## src/rtl/pds_pkg.sv

```systemverilog
// Shared field widths, packet type and counter helper for the PDS receive path.
package pds_pkg;

  localparam int PDS_SRC_W  = 4;
  localparam int PDS_TGT_W  = 4;
  localparam int PDS_DATA_W = 8;
  localparam int PDS_WORD_W = 16;
  localparam int PDS_CNT_W  = 16;

  // Field order matches the wire word {source, target, data}
  typedef struct packed {
    logic [PDS_SRC_W-1:0]  source;
    logic [PDS_TGT_W-1:0]  target;
    logic [PDS_DATA_W-1:0] data;
  } pds_pkt_t;

  function automatic logic [PDS_CNT_W-1:0] sat_inc(input logic [PDS_CNT_W-1:0] cnt);
    if (cnt == {PDS_CNT_W{1'b1}}) begin
      return cnt;
    end else begin
      return cnt + PDS_CNT_W'(1'b1);
    end
  endfunction

endpackage

```

## src/rtl/pds_rx_if.sv

```systemverilog
// PDS receive bus: link-side word/strobe, downstream stream and status.
// filt_cnt exists only when PDS_RX_FILTER_EN is defined.
interface pds_rx_if
  import pds_pkg::*;
#(
  parameter int DEPTH = 8
);
  localparam int LVL_W = $clog2(DEPTH) + 1;

  logic [PDS_WORD_W-1:0] data_ip;
  logic                  valid_up;
  logic                  out_valid;
  logic                  out_ready;
  logic [PDS_SRC_W-1:0]  out_source;
  logic [PDS_TGT_W-1:0]  out_target;
  logic [PDS_DATA_W-1:0] out_data;
  logic [LVL_W-1:0]      level;
  logic                  full;
  logic                  empty;
  logic [PDS_CNT_W-1:0]  drop_cnt;
`ifdef PDS_RX_FILTER_EN
  logic [PDS_CNT_W-1:0]  filt_cnt;

  modport master (
    output data_ip, valid_up, out_ready,
    input  out_valid, out_source, out_target, out_data, level, full, empty, drop_cnt, filt_cnt
  );
  modport slave (
    input  data_ip, valid_up, out_ready,
    output out_valid, out_source, out_target, out_data, level, full, empty, drop_cnt, filt_cnt
  );
`else
  modport master (
    output data_ip, valid_up, out_ready,
    input  out_valid, out_source, out_target, out_data, level, full, empty, drop_cnt
  );
  modport slave (
    input  data_ip, valid_up, out_ready,
    output out_valid, out_source, out_target, out_data, level, full, empty, drop_cnt
  );
`endif

endinterface

```

## src/rtl/pds_fifo.sv

```systemverilog
// Synchronous packet FIFO with registered head entry, level and flags.
module pds_fifo
  import pds_pkg::*;
#(
  parameter int DEPTH = 8,
  localparam int AW = $clog2(DEPTH),
  localparam int LW = AW + 1
) (
  input  logic          clk,
  input  logic          reset,
  input  logic          push,
  input  logic          pop,
  input  pds_pkt_t      din,
  output pds_pkt_t      dout,
  output logic          valid,
  output logic [LW-1:0] level,
  output logic          full,
  output logic          empty
);

  logic [AW-1:0] rd_ptr_r, wr_ptr_r;
  pds_pkt_t      mem_r [DEPTH];
  pds_pkt_t      dout_r, head_nx_s;
  logic [LW-1:0] level_r, level_nx_s, remain_s;
  logic          valid_r, full_r, empty_r;
  logic          push_ok_s, pop_ok_s;

  // Accept/remove decisions, next occupancy and the entry that will be at the head
  always_comb begin
    pop_ok_s  = pop & valid_r;
    push_ok_s = push & (~full_r | pop_ok_s);
    remain_s  = level_r - LW'(pop_ok_s);
    if (push_ok_s && !pop_ok_s) begin
      level_nx_s = level_r + LW'(1'b1);
    end else if (pop_ok_s && !push_ok_s) begin
      level_nx_s = level_r - LW'(1'b1);
    end else begin
      level_nx_s = level_r;
    end
    // An empty-after-pop FIFO takes its head straight from the incoming word
    if (remain_s != {LW{1'b0}}) begin
      head_nx_s = mem_r[rd_ptr_r + AW'(pop_ok_s)];
    end else if (push_ok_s) begin
      head_nx_s = din;
    end else begin
      head_nx_s = dout_r;
    end
  end

  // Storage array; contents are qualified by the occupancy count so need no reset
  always_ff @(posedge clk) begin
    if (push_ok_s) begin
      mem_r[wr_ptr_r] <= din;
    end
  end

  // Pointers, occupancy, flags and registered head
  always_ff @(posedge clk or negedge reset) begin
    if (!reset) begin
      rd_ptr_r <= {AW{1'b0}};
      wr_ptr_r <= {AW{1'b0}};
      level_r  <= {LW{1'b0}};
      valid_r  <= 1'b0;
      full_r   <= 1'b0;
      empty_r  <= 1'b1;
      dout_r   <= '0;
    end else begin
      if (push_ok_s) begin
        wr_ptr_r <= wr_ptr_r + AW'(1'b1);
      end
      if (pop_ok_s) begin
        rd_ptr_r <= rd_ptr_r + AW'(1'b1);
      end
      level_r <= level_nx_s;
      valid_r <= (level_nx_s != {LW{1'b0}});
      full_r  <= (level_nx_s == LW'(DEPTH));
      empty_r <= (level_nx_s == {LW{1'b0}});
      dout_r  <= head_nx_s;
    end
  end

  assign dout  = dout_r;
  assign valid = valid_r;
  assign level = level_r;
  assign full  = full_r;
  assign empty = empty_r;

endmodule

```

## src/rtl/pds_rx.sv

```systemverilog
// PDS link receiver: splits packet words, buffers them and counts overflow losses.
// Defining PDS_RX_FILTER_EN discards packets not addressed to MY_ADDR and counts them.
module pds_rx
  import pds_pkg::*;
#(
  parameter int             DEPTH   = 8,
  parameter logic [3:0]     MY_ADDR = 4'h0
) (
  input logic       clk,
  input logic       reset,
  pds_rx_if.slave   bus
);

  localparam int LW = $clog2(DEPTH) + 1;
`ifdef PDS_RX_FILTER_EN
  localparam logic FILTER_ON = 1'b1;
`else
  localparam logic FILTER_ON = 1'b0;
`endif

  pds_pkt_t             pkt_s, head_s;
  logic                 filt_s, push_req_s, drop_s;
  logic                 out_valid_s, full_s, empty_s;
  logic [LW-1:0]        level_s;
  logic [PDS_CNT_W-1:0] drop_cnt_r;

  assign pkt_s      = pds_pkt_t'(bus.data_ip);
  // Filter decision comes ahead of the full check so a filtered word is never a drop
  assign filt_s     = bus.valid_up & FILTER_ON & (pkt_s.target != MY_ADDR);
  assign push_req_s = bus.valid_up & ~filt_s;
  assign drop_s     = push_req_s & full_s & ~(bus.out_ready & out_valid_s);

  pds_fifo #(.DEPTH(DEPTH)) u_fifo (
    .clk   (clk),
    .reset (reset),
    .push  (push_req_s),
    .pop   (bus.out_ready),
    .din   (pkt_s),
    .dout  (head_s),
    .valid (out_valid_s),
    .level (level_s),
    .full  (full_s),
    .empty (empty_s)
  );

  // Overflow loss counter
  always_ff @(posedge clk or negedge reset) begin
    if (!reset) begin
      drop_cnt_r <= {PDS_CNT_W{1'b0}};
    end else if (drop_s) begin
      drop_cnt_r <= sat_inc(drop_cnt_r);
    end
  end

`ifdef PDS_RX_FILTER_EN
  logic [PDS_CNT_W-1:0] filt_cnt_r;

  // Address-filter discard counter
  always_ff @(posedge clk or negedge reset) begin
    if (!reset) begin
      filt_cnt_r <= {PDS_CNT_W{1'b0}};
    end else if (filt_s) begin
      filt_cnt_r <= sat_inc(filt_cnt_r);
    end
  end

  assign bus.filt_cnt = filt_cnt_r;
`endif

  assign bus.out_valid  = out_valid_s;
  assign bus.out_source = head_s.source;
  assign bus.out_target = head_s.target;
  assign bus.out_data   = head_s.data;
  assign bus.level      = level_s;
  assign bus.full       = full_s;
  assign bus.empty      = empty_s;
  assign bus.drop_cnt   = drop_cnt_r;

endmodule

```

## src/flat_wrapper.sv

```systemverilog
// flat-port wrapper written by rule: the top's interface ports become plain ports
module pds_rx_flat import pds_pkg::*;
#(
  parameter int             DEPTH   = 8,
  parameter logic [3:0]     MY_ADDR = 4'h0
)
  (clk, reset, bus_data_ip, bus_valid_up, bus_out_ready, bus_out_valid, bus_out_source, bus_out_target, bus_out_data, bus_level, bus_full, bus_empty, bus_drop_cnt);
  pds_rx_if #(.DEPTH(DEPTH)) bus_i ();
  input logic clk;
  input logic reset;
  input wire logic [$bits(bus_i.data_ip)-1:0] bus_data_ip;
  input wire logic [$bits(bus_i.valid_up)-1:0] bus_valid_up;
  input wire logic [$bits(bus_i.out_ready)-1:0] bus_out_ready;
  output wire logic [$bits(bus_i.out_valid)-1:0] bus_out_valid;
  output wire logic [$bits(bus_i.out_source)-1:0] bus_out_source;
  output wire logic [$bits(bus_i.out_target)-1:0] bus_out_target;
  output wire logic [$bits(bus_i.out_data)-1:0] bus_out_data;
  output wire logic [$bits(bus_i.level)-1:0] bus_level;
  output wire logic [$bits(bus_i.full)-1:0] bus_full;
  output wire logic [$bits(bus_i.empty)-1:0] bus_empty;
  output wire logic [$bits(bus_i.drop_cnt)-1:0] bus_drop_cnt;
  assign bus_i.data_ip = bus_data_ip;
  assign bus_i.valid_up = bus_valid_up;
  assign bus_i.out_ready = bus_out_ready;
  assign bus_out_valid = bus_i.out_valid;
  assign bus_out_source = bus_i.out_source;
  assign bus_out_target = bus_i.out_target;
  assign bus_out_data = bus_i.out_data;
  assign bus_level = bus_i.level;
  assign bus_full = bus_i.full;
  assign bus_empty = bus_i.empty;
  assign bus_drop_cnt = bus_i.drop_cnt;
  pds_rx #(.DEPTH(DEPTH), .MY_ADDR(MY_ADDR)) u_core (.clk(clk), .reset(reset), .bus(bus_i));
endmodule
```

## config.mk

```make
export PLATFORM = sky130hd
export DESIGN_NAME = pds_rx_flat
export DESIGN_NICKNAME = d
export VERILOG_FILES = /design/src/rtl/pds_pkg.sv /design/src/rtl/pds_rx_if.sv /design/src/rtl/pds_fifo.sv /design/src/rtl/pds_rx.sv /design/src/flat_wrapper.sv
export SDC_FILE = /design/constraint.sdc
export NUM_CORES = 1
export LEC_CHECK = 0
export CORE_UTILIZATION = 35
export DETAILED_ROUTE_END_ITERATION = 8
export GPL_TIMING_DRIVEN = 0
export PLACE_DENSITY = 0.54
export SYNTH_ARGS = -nofsm -noshare
export SYNTH_HDL_FRONTEND = slang
export SYNTH_HIERARCHICAL = 1
export SYNTH_SLANG_ARGS = --single-unit
```

## constraint.sdc

```tcl
create_clock -name clk -period 3.25 [get_ports clk]
set_clock_uncertainty 0.15 [all_clocks]
set_input_delay 0.65 -clock clk [delete_from_list [all_inputs] [get_ports clk]]
set_output_delay 0.65 -clock clk [all_outputs]
set_load 0.01 [all_outputs]
```

==> run_results.csv <==
group,metric,value,unit
pwr,p_switching,0.00275,W
critical_path,setup.worst_path.end,"u_core/u_fifo/mem_r[7][15]$_DFFE_PP_",
synth,seq_area_frac_synth,0.689,
floorplanning,die_w,146,µm
routing,drt-total-wl,16000,µm
global_route,grt_pass1_vias,4188,
pwr,total_leakage_power,3.20,nW
critical_path,r2r-start,"u_core/u_fifo/valid$_DFF_PN0_",
synth,netlist.area_leader.share,0.533,
finish,fin_util,0.446,
finish,design_area,9020,µm²
timing,worstMarginPinSlew,0.896,ns
routing,vias,4076,
global_route,overflow,0,
floorplanning,row_count,52,
floorplanning,core,20200,µm²
clocking,clkSinkCount,173,
pwr,seqPwrFrac,0.367,
synth,synth_largest_area_cell,"edfxtp_1",
clocking,clk_latency,0.42,ns
critical_path,critPathMaxFanout,10,
timing,fin_crit_sh,0.945,
clocking,cts_buffers,17,
timing,fmax,0.326,GHz
synth,synth_area_per_cell,16.2,µm²
timing,finalCriticalPeriod,3.07,ns
timing,grt_setup_unrepaired,"no",
finish,layout_common_cells,"128 x edfxtp_1, 57 x clkdlybuf4s50_1, 45 x mux2_1",
clocking,htreeDepth,4,
synth,synth_edf_count,128,
pwr,ir_drop,498,µV
place,io_buffers,58,
outcome,status,"complete, no violations",
synth,ys_seq_elements,173,
critical_path,reg2reg_slack,0.52,ns
clocking,root_buffer,"clkbuf_16",
routing,drtPass1Iterations,4,
synth,synth_fp_nets,471,
pwr,internal_power,0.00570,W
routing,post_drt_wl_per_cell,19.6,µm
global_route,grt_usage,0.160,
critical_path,required,3.23,ns
finish,final_common_cell,"edfxtp_1",
global_route,antenna_found_initial,0,
floorplanning,io_pins,59,
timing,hold_violations,0,
critical_path,cp-startpoint,"bus_out_ready",
synth,ys_types,46,
place,dp_hpwl,10600,µm
finish,drive_gt1_frac,0.208,
pwr,switching_share,0.325,
synth,synth-main-ff-cell,"edfxtp_1",
synth,synth_warnings,6,
synth,synthCells,445,
pwr,power_frac_comb,0.374,
clocking,cts_tree,"built",
global_route,grt_first_pass_wirelength,24800,µm
pwr,pwr-share-clk,0.259,
finish,nNetsFinal,562,
run,cap_viol_max_count,0,
critical_path,crit_type,"primary input to flop",
routing,first_iter_violations,185,
pwr,powerDensity,936,nW/µm²
floorplanning,die-area,21200,µm²
place,placed_cell_area,8320,µm²
finish,area_delta_synth_final,25.1,%
floorplanning,start_util,0.356,
critical_path,r2r_end,"u_core/u_fifo/mem_r[7][15]$_DFFE_PP_",
synth,synth_area_leaders,"edfxtp_1 53%, dfrtp_1 15%, mux2_1 7.0%",
finish,antennaDiodeCount,0,
clocking,clk_pin_slew_worst_paths,0.06,ns
clocking,clk_path_buf_depth,2,
timing,maxSlewViolCount,0,
critical_path,start_kind,"primary input",
timing,setup_viol,0,
routing,postRouteAntennaNets,0,
synth,async_reset_ff_frac,0.260,
place,place.gp.congestion,0.734,
hold_path,hp-class,"flop to flop",
synth,synth_area,7210,µm²
critical_path,arrival,3.05,ns
critical_path,rr_worst_depth,7,
global_route,grt_max_degree,35,
timing,timing.hold.ws,0.350,ns
critical_path,crit_path_end_kind,"flop",
timing,maxSlewHeadroom,0.400,
routing,viasPerCell,4.98,
floorplanning,fp.dieH,146,µm
routing,drc,0,
==> critical path, stage by stage <==
cell	delay (ns)
clkdlybuf4s50_1	0.56
nand2_1	0.14
buf_4	0.20
a21oi_1	0.30
buf_4	0.28
nand2_1	0.28
nor2_4	0.42
buf_6	0.21
==> through the flow <==
stage | setup TNS, ns | power (W) | cells | setup slack (ns)
2_1_floorplan | -0.246 | 0.00506 | 445 | -0.0154
3_3_place_gp | -172.85 | 0.00613 | 773 | -2.26
3_5_place_dp | -25.71 | 0.00630 | 783 | -0.574
4_1_cts | 0 | 0.00853 | 817 | 0.00747
5_1_grt | 0 | 0.00889 | 819 | 0.00724
6_report | 0 | 0.00844 | 819 | 0.180
==> repair_timing <==
action                                  in CTS  in global routing
pin swaps                                    1                  2
endpoints found under the setup margin      17                 27
endpoints found under the hold margin       11                  0
hold buffers                                 1                  0
gates resized for setup                      1                  1
buffers inserted                             1                  2
==> power by group through the flow <==
stage | combinational, W | sequential, W | clock [W]
global placement | 0.00300 | 0.00313 | 0
global route | 0.00342 | 0.00315 | 0.00232
floorplan | 0.00191 | 0.00315 | 0
finish | 0.00316 | 0.00310 | 0.00219
detailed placement | 0.00316 | 0.00314 | 0
CTS | 0.00320 | 0.00310 | 0.00223
==> final cells by class <==
cell class | count | area [µm²]
flip-flops and latches | 173 | 4970
fillers | 1768 | 11200
well taps | 270 | 338
clock inverters | 11 | 190
repair buffers | 72 | 746
clock buffers | 21 | 450
plain buffers | 20 | 138
multi-input cells | 249 | 2170
inverters | 3 | 11.3
==> metal layers <==
| metal | GRT usage | up-vias | wire length, µm | share of wire |
|---|---|---|---|---|
| met5 | 0 | - | 0 | 0 |
| met4 | 0.0458 | 0 | 115 | 0.0072 |
| met3 | 0.0367 | 9 | 882 | 0.055 |
| met2 | 0.265 | 109 | 7820 | 0.49 |
| met1 | 0.209 | 2057 | 7230 | 0.45 |
| li1 | - | 1901 | - | - |
==> cells by family (layout without fill, tap and decap cells) <==
logic type | count (synthesis) | after routing | synth area share
fa+ha+maj | 6 | 6 | 0.0104
mux | 84 | 84 | 0.131
xor+xnor | 25 | 25 | 0.0314
simple gates | 79 | 79 | 0.0632
flops | 173 | 173 | 0.689
compound gates | 55 | 55 | 0.0543
buf+inv | 23 | 127 | 0.0206
==> state kept, by name, summed over array words and instances, names as in the netlist <==
name	flops
u_core/u_fifo/rd_ptr_r	3
u_core/u_fifo/dout	16
u_core/u_fifo/valid	1
u_core/u_fifo/wr_ptr_r	3
u_core/u_fifo/level	4
u_core/u_fifo/mem_r	128
u_core/u_fifo/empty	1
u_core/u_fifo/full	1
u_core/bus.drop_cnt	16
==> worst min-delay path by stage <==
| stage | startpoint | end | slack [ns] | cells past startpoint |
|---|---|---|---|---|
| after floorplan | reset | u_core/bus.drop_cnt[0]$_DFFE_PN0P_ | 0.20 | 0 |
| after global placement | u_core/bus.drop_cnt[15]$_DFFE_PN0P_ | u_core/bus.drop_cnt[15]$_DFFE_PN0P_ | 0.34 | 1 |
| after detailed placement | u_core/bus.drop_cnt[15]$_DFFE_PN0P_ | u_core/bus.drop_cnt[15]$_DFFE_PN0P_ | 0.34 | 1 |
| after CTS | u_core/bus.drop_cnt[15]$_DFFE_PN0P_ | u_core/bus.drop_cnt[15]$_DFFE_PN0P_ | 0.35 | 1 |
| after global routing | u_core/bus.drop_cnt[15]$_DFFE_PN0P_ | u_core/bus.drop_cnt[15]$_DFFE_PN0P_ | 0.38 | 1 |
| final | u_core/bus.drop_cnt[15]$_DFFE_PN0P_ | u_core/bus.drop_cnt[15]$_DFFE_PN0P_ | 0.35 | 1 |
==> synthesized netlist by cell type, drive strengths merged (2+ instances only) <==
cell type and count:
xnor2 13, mux2i 2, and2 2, edfxtp 128
a21oi 3, inv 3, nor4b 3, xor2 12
nor3 4, mux2 82, nand4 5, nand3 8
and4 5, nand2 29, a31oi 2, o31ai 16
nor3b 2, buf 15, clkbuf 5, and3 7
nor4 3, o22ai 32, nand2b 3, ha 6
nor2 4, dfrtp 44, nor2b 2
(Power assumes the default switching activity.)
